--- src/rtl/free_list_pkg.sv ---
// free_list_pkg: shared rename-stage types and sizes used by the free list.
// Latency: n/a (types, constants and a pointer helper only).
// Backpressure: n/a.
//
// Contents:
//   NUM_PHYS_REGS / NUM_ARCH_REGS / PHYS_REG_BITS - machine-wide register sizes
//   TAG                                           - rename tag {phys_reg, valid, ready}
//   FL_DEPTH / PTR_W / CNT_W                      - free-list geometry
//   fl_ptr_inc()                                  - modulo-FL_DEPTH pointer increment
package free_list_pkg;

  localparam int NUM_PHYS_REGS = 64;
  localparam int NUM_ARCH_REGS = 32;
  localparam int PHYS_REG_BITS = $clog2(NUM_PHYS_REGS);

  // Rename tag: physical register index plus the ready bit used by the
  // reservation stations. valid qualifies the tag on the allocation path.
  typedef struct packed {
    logic [PHYS_REG_BITS-1:0] phys_reg;
    logic                     valid;
    logic                     ready;
  } TAG;

  localparam int TAG_BITS = $bits(TAG);

  localparam int FL_DEPTH = NUM_PHYS_REGS - NUM_ARCH_REGS;
  localparam int PTR_W    = $clog2(FL_DEPTH);
  localparam int CNT_W    = $clog2(FL_DEPTH + 1);

  // Explicit compare-and-clear so the ring stays correct even when
  // FL_DEPTH is not a power of two.
  function automatic logic [PTR_W-1:0] fl_ptr_inc(input logic [PTR_W-1:0] p);
    if (p == PTR_W'(FL_DEPTH - 1)) begin
      return '0;
    end
    return p + PTR_W'(1);
  endfunction

endpackage

--- src/rtl/free_list.sv ---
// free_list: R10K-style physical-register free list (circular FIFO of free tags).
// Latency: alloc_tag is combinational from state; frees become allocatable next cycle.
// Backpressure: none; alloc_en while empty is a no-op, dispatch stalls on !alloc_tag.valid.
//
// Ports:
//   clock, reset      - system clock, synchronous active-high reset
//   interrupt         - restore speculative head/count to the committed state
//   alloc_en          - dispatch consumes alloc_tag this cycle
//   alloc_tag         - head entry {phys_reg, valid=!empty, ready=0}
//   empty, free_count - occupancy of the speculative list
//   retire_en         - retiring instruction with a real destination
//   retire_t_old      - tag freed by retirement (only phys_reg is kept)
//
// Build option: define FL_RETIRE_BYPASS_EN to forward a retiring T_old
// straight to alloc_tag while the list is empty.
module free_list
  import free_list_pkg::*;
(
  input  logic                clock,
  input  logic                reset,
  input  logic                interrupt,
  input  logic                alloc_en,
  output logic [TAG_BITS-1:0] alloc_tag,
  output logic                empty,
  output logic [CNT_W-1:0]    free_count,
  input  logic                retire_en,
  input  logic [TAG_BITS-1:0] retire_t_old
);

  // Ring storage and pointers. tail and arch_head both advance only on
  // retirement, so the committed list always spans the whole ring from
  // arch_head.
  logic [PHYS_REG_BITS-1:0] entries [FL_DEPTH];
  logic [PTR_W-1:0]         head;
  logic [PTR_W-1:0]         tail;
  logic [PTR_W-1:0]         arch_head;
  logic [CNT_W-1:0]         count;

  TAG               retire_tag;
  TAG               head_tag;
  logic             list_empty;
  logic             bypass_hit;
  logic             do_alloc;
  logic             do_retire;
  logic             write_entry;
  logic [CNT_W-1:0] count_nxt;
  logic             unused_retire_bits;

  assign retire_tag         = TAG'(retire_t_old);
  assign unused_retire_bits = ^{retire_tag.valid, retire_tag.ready};
  assign list_empty         = (count == '0);

  always_comb begin
    bypass_hit = 1'b0;
`ifdef FL_RETIRE_BYPASS_EN
    bypass_hit = list_empty && retire_en && !interrupt;
`endif

    head_tag          = '0;
    head_tag.phys_reg = bypass_hit ? retire_tag.phys_reg : entries[head];
    head_tag.valid    = !list_empty || bypass_hit;
    head_tag.ready    = 1'b0;

    // Interrupt wins over both alloc and retire; a retire in the same cycle
    // is dropped, matching the map table.
    do_alloc  = !interrupt && alloc_en && head_tag.valid;
    do_retire = !interrupt && retire_en;

    // A bypassed tag that is consumed in the same cycle never lands in the
    // ring; the slot at tail is skipped over unchanged.
    write_entry = do_retire && !(bypass_hit && alloc_en);

    if (interrupt) begin
      count_nxt = CNT_W'(FL_DEPTH);
    end else begin
      count_nxt = count + CNT_W'(do_retire) - CNT_W'(do_alloc);
    end
  end

  always_ff @(posedge clock) begin
    if (reset) begin
      head      <= '0;
      tail      <= '0;
      arch_head <= '0;
      count     <= CNT_W'(FL_DEPTH);
    end else begin
      count <= count_nxt;
      if (interrupt) begin
        head <= arch_head;
      end else begin
        if (do_alloc) begin
          head <= fl_ptr_inc(head);
        end
        if (do_retire) begin
          tail      <= fl_ptr_inc(tail);
          arch_head <= fl_ptr_inc(arch_head);
        end
      end
    end
  end

  always_ff @(posedge clock) begin
    if (reset) begin
      for (int i = 0; i < FL_DEPTH; i++) begin
        entries[i] <= PHYS_REG_BITS'(NUM_ARCH_REGS + i);
      end
    end else if (write_entry) begin
      entries[tail] <= retire_tag.phys_reg;
    end
  end

  // Retiring with a full list means a retire without a matching allocation.
  always @(posedge clock) begin
    if (!reset && retire_en && !interrupt) begin
      assert (count != CNT_W'(FL_DEPTH));
    end
  end

  assign alloc_tag  = head_tag;
  assign empty      = list_empty;
  assign free_count = count;

endmodule
--- config.mk ---
export PLATFORM = sky130hd
export DESIGN_NAME = free_list
export DESIGN_NICKNAME = d
export VERILOG_FILES = /design/src/rtl/free_list_pkg.sv /design/src/rtl/free_list.sv
export SDC_FILE = /design/constraint.sdc
export NUM_CORES = 1
export LEC_CHECK = 0
export CORE_AREA = 2 2 141 143
export CTS_BUF_LIST = sky130_fd_sc_hd__clkbuf_4
export DETAILED_ROUTE_END_ITERATION = 10
export DIE_AREA = 0 0 143 145
export PLACE_DENSITY = 0.73
export SYNTH_ARGS = -nofsm -noshare
export SYNTH_HDL_FRONTEND = slang
export SYNTH_SLANG_ARGS = --single-unit
--- constraint.sdc ---
create_clock -name clock -period 4.8 [get_ports clock]
set_input_delay 0.48 -clock clock [delete_from_list [all_inputs] [get_ports clock]]
set_output_delay 0.48 -clock clock [all_outputs]
set_load 0.05 [all_outputs]
### After elaboration in Yosys (flattened, before gate mapping)

Memory sizes are Yosys's and may differ from the RTL's. A register that Yosys moved wholly into a read port is not among the register bits.
Cells that the tools add are included.

| storage, ports and cells | value |
|---|---|
| output and inout bits | 15 |
| memories kept | 1 |
| input port bits | 13 |
| memory bits (writable) | 192 |
| bits in registers | 21 |
| logic and storage cells | 54 |

Memory list:

| memory | depth | bits a word | read ports | clocked after memory_dff | write ports | RTL line | RTL |
|---|---|---|---|---|---|---|---|
| entries | 32 | 6 | 1 | 1 | 32 | free_list.sv:33 | `logic [PHYS_REG_BITS-1:0] entries [FL_DEPTH];` |

| cells by class | value |
|---|---|
| multiplexer cells | 30 |
| reduce and logical (&&, ||, !) cells | 10 |
| add/subtract/negate cells | 5 |
| bitwise operators | 1 |
| equality and inequality tests | 3 |

Operator list:

| kind | number |
|---|---|
| 2-to-1 mux 5 bit | 11 |
| 2-to-1 mux 1 bit | 18 |
| adder 5 x 1 -> 5 bit, second input constant | 3 |
| equality test 5 bit, second input constant | 3 |
| adder 6 x 1 -> 6 bit | 1 |
| zero test 6 bit | 1 |
| 2-to-1 mux 6 bit | 1 |
| OR reduction 6 bit | 1 |
| subtractor 6 x 1 -> 6 bit | 1 |
| logical AND 1 bit | 3 |
| zero test 1 bit | 2 |
| AND reduction 2 bit | 1 |
| nonzero test 2 bit | 1 |
| OR reduction 2 bit | 1 |
| inverter 1 bit | 1 |

### Longest topological paths before layout

Gate-level depths: netlist of run 1.

| logic depth | value |
|---|---|
| depth in word-level cells | 11 |
| depth in mapped cells | 14 |
| depth with buffers taken out | 14 |

### Worst setup path before layout of run 1

OpenSTA, ideal clock, no wires.

| path | value |
|---|---|
| path kind | register to register |
| from | register count[2] (netlist: free_count[2]) |
| to | register count[4] (netlist: free_count[4]) |
| stages on the path, launching flop included | 15 |
| path slack | 1.746 ns |
| path buffers | 0 |
| period minus slack after synthesis | 3.054 ns |
| data required time | 4.682 ns |
| library setup time | 0.118 ns |
| arrival | 2.935 ns |
| path through | dfxtp_1 > inv_1 > ha_1 > nand4bb_2 > nand2_1 > nor2_1 > ha_1 > inv_1 > ha_1 > inv_1 > fa_1 > nand2b_1 > a21oi_1 > o21a_1 > nor3_1 |

| between the ends | value |
|---|---|
| cells in the longest elaborated chain, start to end | 4 |
| elaborated cells on any way between the ends | 5 |
| classes of those cells | add/sub: 2; reduce/logical: 3 |

RTL lines:

| element | RTL line | RTL |
|---|---|---|
| from (decl) | free_list.sv:37 | `logic [CNT_W-1:0] count;` |
| from (signal assigned) | free_list.sv:85 | `count <= CNT_W'(FL_DEPTH);` |
| from (signal assigned) | free_list.sv:87 | `count <= count_nxt;` |
| zero test 6 bit | free_list.sv:51 | `assign list_empty = (count == '0);` |
| zero test 1 bit | free_list.sv:61 | `head_tag.valid = !list_empty \|\| bypass_hit;` |
| via alloc_tag[1] | free_list.sv:23 | `output logic [TAG_BITS-1:0] alloc_tag,` |
| logical AND 1 bit | free_list.sv:66 | `do_alloc = !interrupt && alloc_en && head_tag.valid;` |
| subtractor 6 x 1 -> 6 bit | free_list.sv:76 | `count_nxt = count + CNT_W'(do_retire) - CNT_W'(do_alloc);` |

The timed path passes the listed nets, and every way through them passes these cells.
A chain may end at the register's enable or synchronous reset.

==> reports/metrics.csv, run 1 <==
stage,metric,value,unit
place,PortBufs,24,
synth,Synth Area in Adders,2.23,%
synth,"FFs w/ async S/R, synth",0,%
synth,"FF+latch count, synth",218,
pwr,Clock Power Share,37.4,%
synth,"Seq/Total Area, Yosys",60.3,%
worst_hold_path,HP Class,register to register,
place,GPL Wtd Cong,0.850,
place,"worst slack, placed",1.27,ns
global_route,total global-route track usage,22.4,%
critical_path,Critical Path RT,4.32,ns
synth,"Primary FF master, synth",edfxtp_1,
global_route,first-pass GRT wire length,35700,microns
place,Final HPWL DP,14700,microns
final_layout,"Design Area, Final",11400,sq um
cts,Clock Tree Root,clkbuf_4,
drt,final WL,22800,microns
drt,wire per inst,19.6,microns
sta,RSZ-0062 raised after global routing,no,
cts,Longest Clk Path Bufs,3,
critical_path,Worst EP arrival,3.65,ns
cts,hold buffers post-CTS,0,
cts,Num CTS Buffers,55,
synth,Post-Syn Area,10400,sq um
sta,# setup viols final,0,
global_route,initial antenna violation count,1,
drt,residual DRC count,0,
drt,vias after detailed routing,6866,
flow_run,# Max-Cap Violations,0,
synth,Synth Area in Simple Gates,19.3,%
global_route,global route total overflow,0,
sta,Fin Clk Skew,0.0279,ns
die,Initial Utilization,54.3,%
global_route,vias in the first global route,6852,
sta,Worst-Margin Slew,1.21,ns
drt,drt via density,5.89,
critical_path,Setup crit end kind,primary output,
synth,Synth area leader,edfxtp_1,
die,die width,143,microns
cts,H-tree depth,2,
synth,Synth top area share,55.3,%
die,Rows,51,
final_layout,fin util,59.4,%
synth,mux share of post-synthesis cell area,9.79,%
cts,TritonCTS Sinks,218,
cts,Clock Latency Late Sink,0.67,ns
synth,Post-synth EDFFs,192,
synth,syn_area_per_cell,12.4,sq um
run_status,status,completed,
place,Placed Area,10700,sq um
final_layout,Syn-to-layout area delta,9.28,%
synth,commonest cells in the netlist,"edfxtp_1 (192), nand2_1 (68), nor2_1 (58), or3_1 (58), mux2i_1 (48)",
pwr,maximum vdd drop,0.214,mV
sta,final setup margin,0.672,ns
cts,clock slew at reported path FFs,0.07,ns
cts,post-cts resize count,0,
synth,Ys Warns,0,
sta,final period utilization,86.0,%
pwr,part of the power in registers,52.4,%
synth,synthesized instance count,838,
synth,largest cells by area after synthesis,"edfxtp_1 (55%), mux4_2 (5.2%), dfxtp_1 (5.0%)",
sta,Rel. slew slack,18.9,%
synth,synth unique cells,48,
pwr,Psw,1.05,mW
sta,Final Max Tran Viols,0,
final_layout,NumNets Final,889,
global_route,largest net degree at the start of global routing,51,
pwr,Int Pwr,3.04,mW
sta,final count of hold timing violations,0,
die,I/O pin total,28,
synth,most numerous cell in the Yosys netlist,edfxtp_1,
critical_path,worst-path fanout max,21,
sta,fmax,0.242,GHz
pwr,Logic pwr share,10.1,%
sta,setup_tns,0,ns
pwr,Leak,3.63,nW
synth,main combinational cell family by area after synthesis,simple AND/OR/NAND/NOR gates,
pwr,switch share,25.7,%
synth,compound-gate portion of the synthesized area,4.26,%
die,core area,19200,sq um
synth,XOR/XNOR share of the synthesized area,0.0840,%
synth,synthesized net count,869,
cts,CTS tree,done,
drt,Final ANT Viol Nets,0,
pwr,PwrDens,359,nW/um^2
cts,Post-CTS Repair Setup Buffers,0,
sta,post-route minimum period,4.13,ns
drt,first drt pass iteration count,7,
die,DIE HEIGHT,145,microns
final_layout,FILL cells,1503,
critical_path,critical path startpoint category,register,
pwr,Final Power,4.09,mW
final_layout,share of cells above drive strength 1,19.6,%
drt,DRT iter0 DRCs,544,
critical_path,Critical Setup Path Class,register to primary output,
die,die area,20700,sq um
[registers in the layout (all words and copies together) (netlist names), named ones only]
register and count:
tail 5, entries 192, arch_head 5, head 5, free_count 6
[kinds of logic (layout without fill, tap and decap cells)]
logic type / Yosys count / after routing
other: 1 / 2
flip-flops: 218 / 218
XOR/XNOR: 1 / 1
AND/OR/NAND/NOR: 375 / 375
multiplexers: 72 / 72
buffers and inverters: 86 / 148
AO/OA/AOI/OAI: 67 / 67
adder cells (fa/ha/maj): 18 / 18
[metal layers]
layer	global-route usage [%]	share of wire, %
met5	0	0
met1	29.5	41
met2	36.3	49
met4	10.7	3.5
met3	3.70	6.9
[final timing paths]
| check | from | to | slack (ns) | cells after the start |
|---|---|---|---|---|
| setup reg to reg | free_count[4] | free_count[4] | 2.00 | 14 |
| hold / removal | arch_head[4] | arch_head[4] | 0.48 | 2 |
| hold reg to reg | arch_head[4] | arch_head[4] | 0.48 | 2 |
| setup / recovery | register | alloc_tag[4] | 0.67 | 5 |
[metrics by stage]
stage / hold WS (ns) / cells
after global routing: 0.518 / 1166
after CTS: 0.473 / 1165
final: 0.482 / 1166
after global placement: 0.472 / 1066
after detailed placement: 0.476 / 1066
after floorplan: 0.454 / 838
[cell usage in the layout, fill, tap and decap left out, types with 7 or more instances in the layout]
cell / n
nand2b_1: 7
clkinv_2: 11
a22oi_1: 12
mux2i_1: 48
clkdlybuf4s50_1: 24
or3_1: 58
clkbuf_4: 82
mux4_2: 24
buf_4: 7
ha_1: 17
edfxtp_1: 192
nor2_1: 58
a21oi_1: 25
nand2_1: 68
or2_2: 42
nor3_1: 44
nand3_1: 27
inv_1: 17
dfxtp_1: 24
clkinv_1: 7
and2_1: 39
[layout make-up]
| type | instances | area (sq um) | area share [%] |
|---|---|---|---|
| clock buffers | 82 | 616 | 5.40 |
| diodes | 1 | 2.50 | 0.0219 |
| flip-flops and latches | 218 | 6290 | 55.2 |
| multi-input cells | 534 | 3720 | 32.6 |
| inverters | 18 | 67.6 | 0.593 |
| well taps | 265 | 332 | 2.91 |
| clock inverters | 17 | 77.6 | 0.680 |
| repair buffers | 31 | 293 | 2.57 |
[power groups by stage]
stage               clock network, mW  registers (mW)  logic (mW)
floorplan                           0            2.19       0.282
global placement                    0            2.18       0.397
detailed placement                  0            2.19       0.409
CTS                              1.56            2.15       0.412
global route                     1.65            2.15       0.442
finish                           1.53            2.14       0.414
[critical path: stages (launching register included)]
cell and delay (ns):
dfxtp_2 0.79, nor2b_1 0.80, a22oi_1 0.29, nand3_1 0.22
nand3_1 0.15, clkdlybuf4s50_1 0.74
No activity file was read; power rests on OpenSTA's default activity.
==> run 2, diff against run 1 <==
--- a/config.mk
+++ b/config.mk
@@ -9,6 +9,7 @@
 export CTS_BUF_LIST = sky130_fd_sc_hd__clkbuf_4
 export DETAILED_ROUTE_END_ITERATION = 10
 export DIE_AREA = 0 0 143 145
+export MAX_ROUTING_LAYER = met4
 export PLACE_DENSITY = 0.73
 export SYNTH_ARGS = -nofsm -noshare
 export SYNTH_HDL_FRONTEND = slang
==> run 2 against run 1 <==
  * Highest routed layer unchanged
  * Critical endpoint is now alloc_tag[3]
  * Utilization stayed put
  * Non-clock buffer count stayed put
  * Total power hardly changed
  * Sequential power hardly changed
  * Critical path type unchanged
  * Largest power group unchanged
  * Hold slack hardly changed
  * Sequential share of layout area stayed put
==> reports/metrics.csv, run 2 (same netlist as run 1, synthesis figures left out) <==
stage,metric,value,unit
global_route,largest net degree at the start of global routing,51,
die,Initial Utilization,54.3,%
die,DIE HEIGHT,145,microns
pwr,maximum vdd drop,0.215,mV
global_route,global route total overflow,0,
place,PortBufs,24,
sta,post-route minimum period,4.13,ns
drt,vias after detailed routing,6833,
drt,final WL,22900,microns
sta,setup_tns,0,ns
worst_hold_path,WHS Path Cells,2,
drt,Final ANT Viol Nets,0,
run_status,status,completed,
final_layout,fin util,59.4,%
sta,final period utilization,86.1,%
sta,# setup viols final,0,
place,placed insts,1066,
worst_hold_path,HP Class,register to register,
cts,Longest Clk Path Bufs,3,
sta,fmax,0.242,GHz
cts,CTS tree,done,
sta,final count of hold timing violations,0,
critical_path,Critical Setup Path Class,register to primary output,
sta,Final Max Tran Viols,0,
sta,Rel. slew slack,19.5,%
drt,DRT iter0 DRCs,512,
die,Rows,51,
cts,Num CTS Buffers,55,
critical_path,worst-path fanout max,21,
cts,Clock Latency Late Sink,0.68,ns
cts,H-tree depth,2,
pwr,PwrDens,359,nW/um^2
final_layout,most flop-heavy register,entries,
final_layout,number of flip-flops in the largest register,192,
sta,WHS,0.482,ns
final_layout,most frequent cells in the layout,"edfxtp_1 (192), clkbuf_4 (82), nand2_1 (68)",
place,GPL Wtd Cong,0.863,
die,die area,20700,sq um
final_layout,share of cells above drive strength 1,19.6,%
global_route,total global-route track usage,23.1,%
final_layout,register area,6290,sq um
die,core area,19200,sq um
place,Final HPWL DP,14700,microns
pwr,Leak,3.63,nW
cts,Post-CTS Repair Setup Buffers,0,
sta,Worst-Margin Slew,1.21,ns
drt,drt via density,5.86,
final_layout,"most common cell after layout, fill and taps aside",edfxtp_1,
place,"worst slack, placed",1.27,ns
worst_hold_path,launch point of the worst hold path,arch_head[4],
final_layout,Syn-to-layout area delta,9.28,%
die,die width,143,microns
drt,residual DRC count,0,
drt,wire per inst,19.6,microns
sta,final setup margin,0.669,ns
critical_path,r2r setup slk,2.01,ns
final_layout,NumNets Final,889,
sta,RSZ-0062 raised after global routing,no,
cts,hold buffers post-CTS,0,
critical_path,Setup crit end kind,primary output,
critical_path,critical path startpoint category,register,
critical_path,Critical Path RT,4.32,ns
global_route,vias in the first global route,6846,
die,I/O pin total,28,
final_layout,FILL cells,1503,
critical_path,Worst R2R Start,free_count[4],
flow_run,# Max-Cap Violations,0,
cts,Clock Tree Root,clkbuf_4,
global_route,first-pass GRT wire length,35800,microns
critical_path,worst r2r dst,free_count[4],
drt,first drt pass iteration count,5,
final_layout,Multi-input gate area,3720,sq um
cts,TritonCTS Sinks,218,
final_layout,fin cells,1166,
critical_path,R2R cell count,14,
worst_hold_path,Hold Path Sink,arch_head[4],
sta,Fin Clk Skew,0.0297,ns
global_route,initial antenna violation count,1,
critical_path,Worst EP arrival,3.65,ns
cts,clock slew at reported path FFs,0.07,ns
cts,post-cts resize count,0,
==> run 2: cell counts in the layout (fill, tap and decap cells not counted) <==
Identical to the previous run, type by type.
==> run 2: metal layers <==
layer	share of wire, %	global-route usage [%]
met1	40	29.6
met2	49	36.3
met3	7.6	3.73
met4	3.4	10.7
met5	0	-
==> run 2: worst max path at each step <==
stage | from | end
final | register | alloc_tag[3]
after global routing | register | alloc_tag[6]
after CTS | register | alloc_tag[2]
after detailed placement | interrupt | free_count[4]
after global placement | interrupt | free_count[4]
after floorplan | free_count[2] | free_count[4]
==> run 2: through the flow <==
stage                     power, mW  cell area, sq um
final                          4.09             11400
after global routing           4.24             11400
after CTS                      4.12             11400
after detailed placement       2.59             10700
after global placement         2.58             10700
after floorplan                2.47             10400
==> run 2: where the power goes <==
group | total, mW | internal, mW | leakage (nW) | switching [mW]
registers | 2.14 | 2.11 | 1.90 | 0.0382
clock network | 1.53 | 0.786 | 0.430 | 0.747
logic | 0.413 | 0.145 | 1.31 | 0.268
==> run 2: area by class of cell <==
type | count | area share [%]
multi-input combinational | 534 | 32.6
antenna | 1 | 0.0219
sequential | 218 | 55.2
tap | 265 | 2.91
clock buffer | 82 | 5.40
timing repair buffer | 31 | 2.57
clock inverter | 17 | 0.680
inverter | 18 | 0.593
==> run 2: critical path, stage by stage, from the launching register on <==
cell,delay [ns]
dfxtp_2,0.79
buf_4,0.33
mux4_2,0.52
a221oi_1,0.42
nand3_1,0.18
clkdlybuf4s50_1,0.73
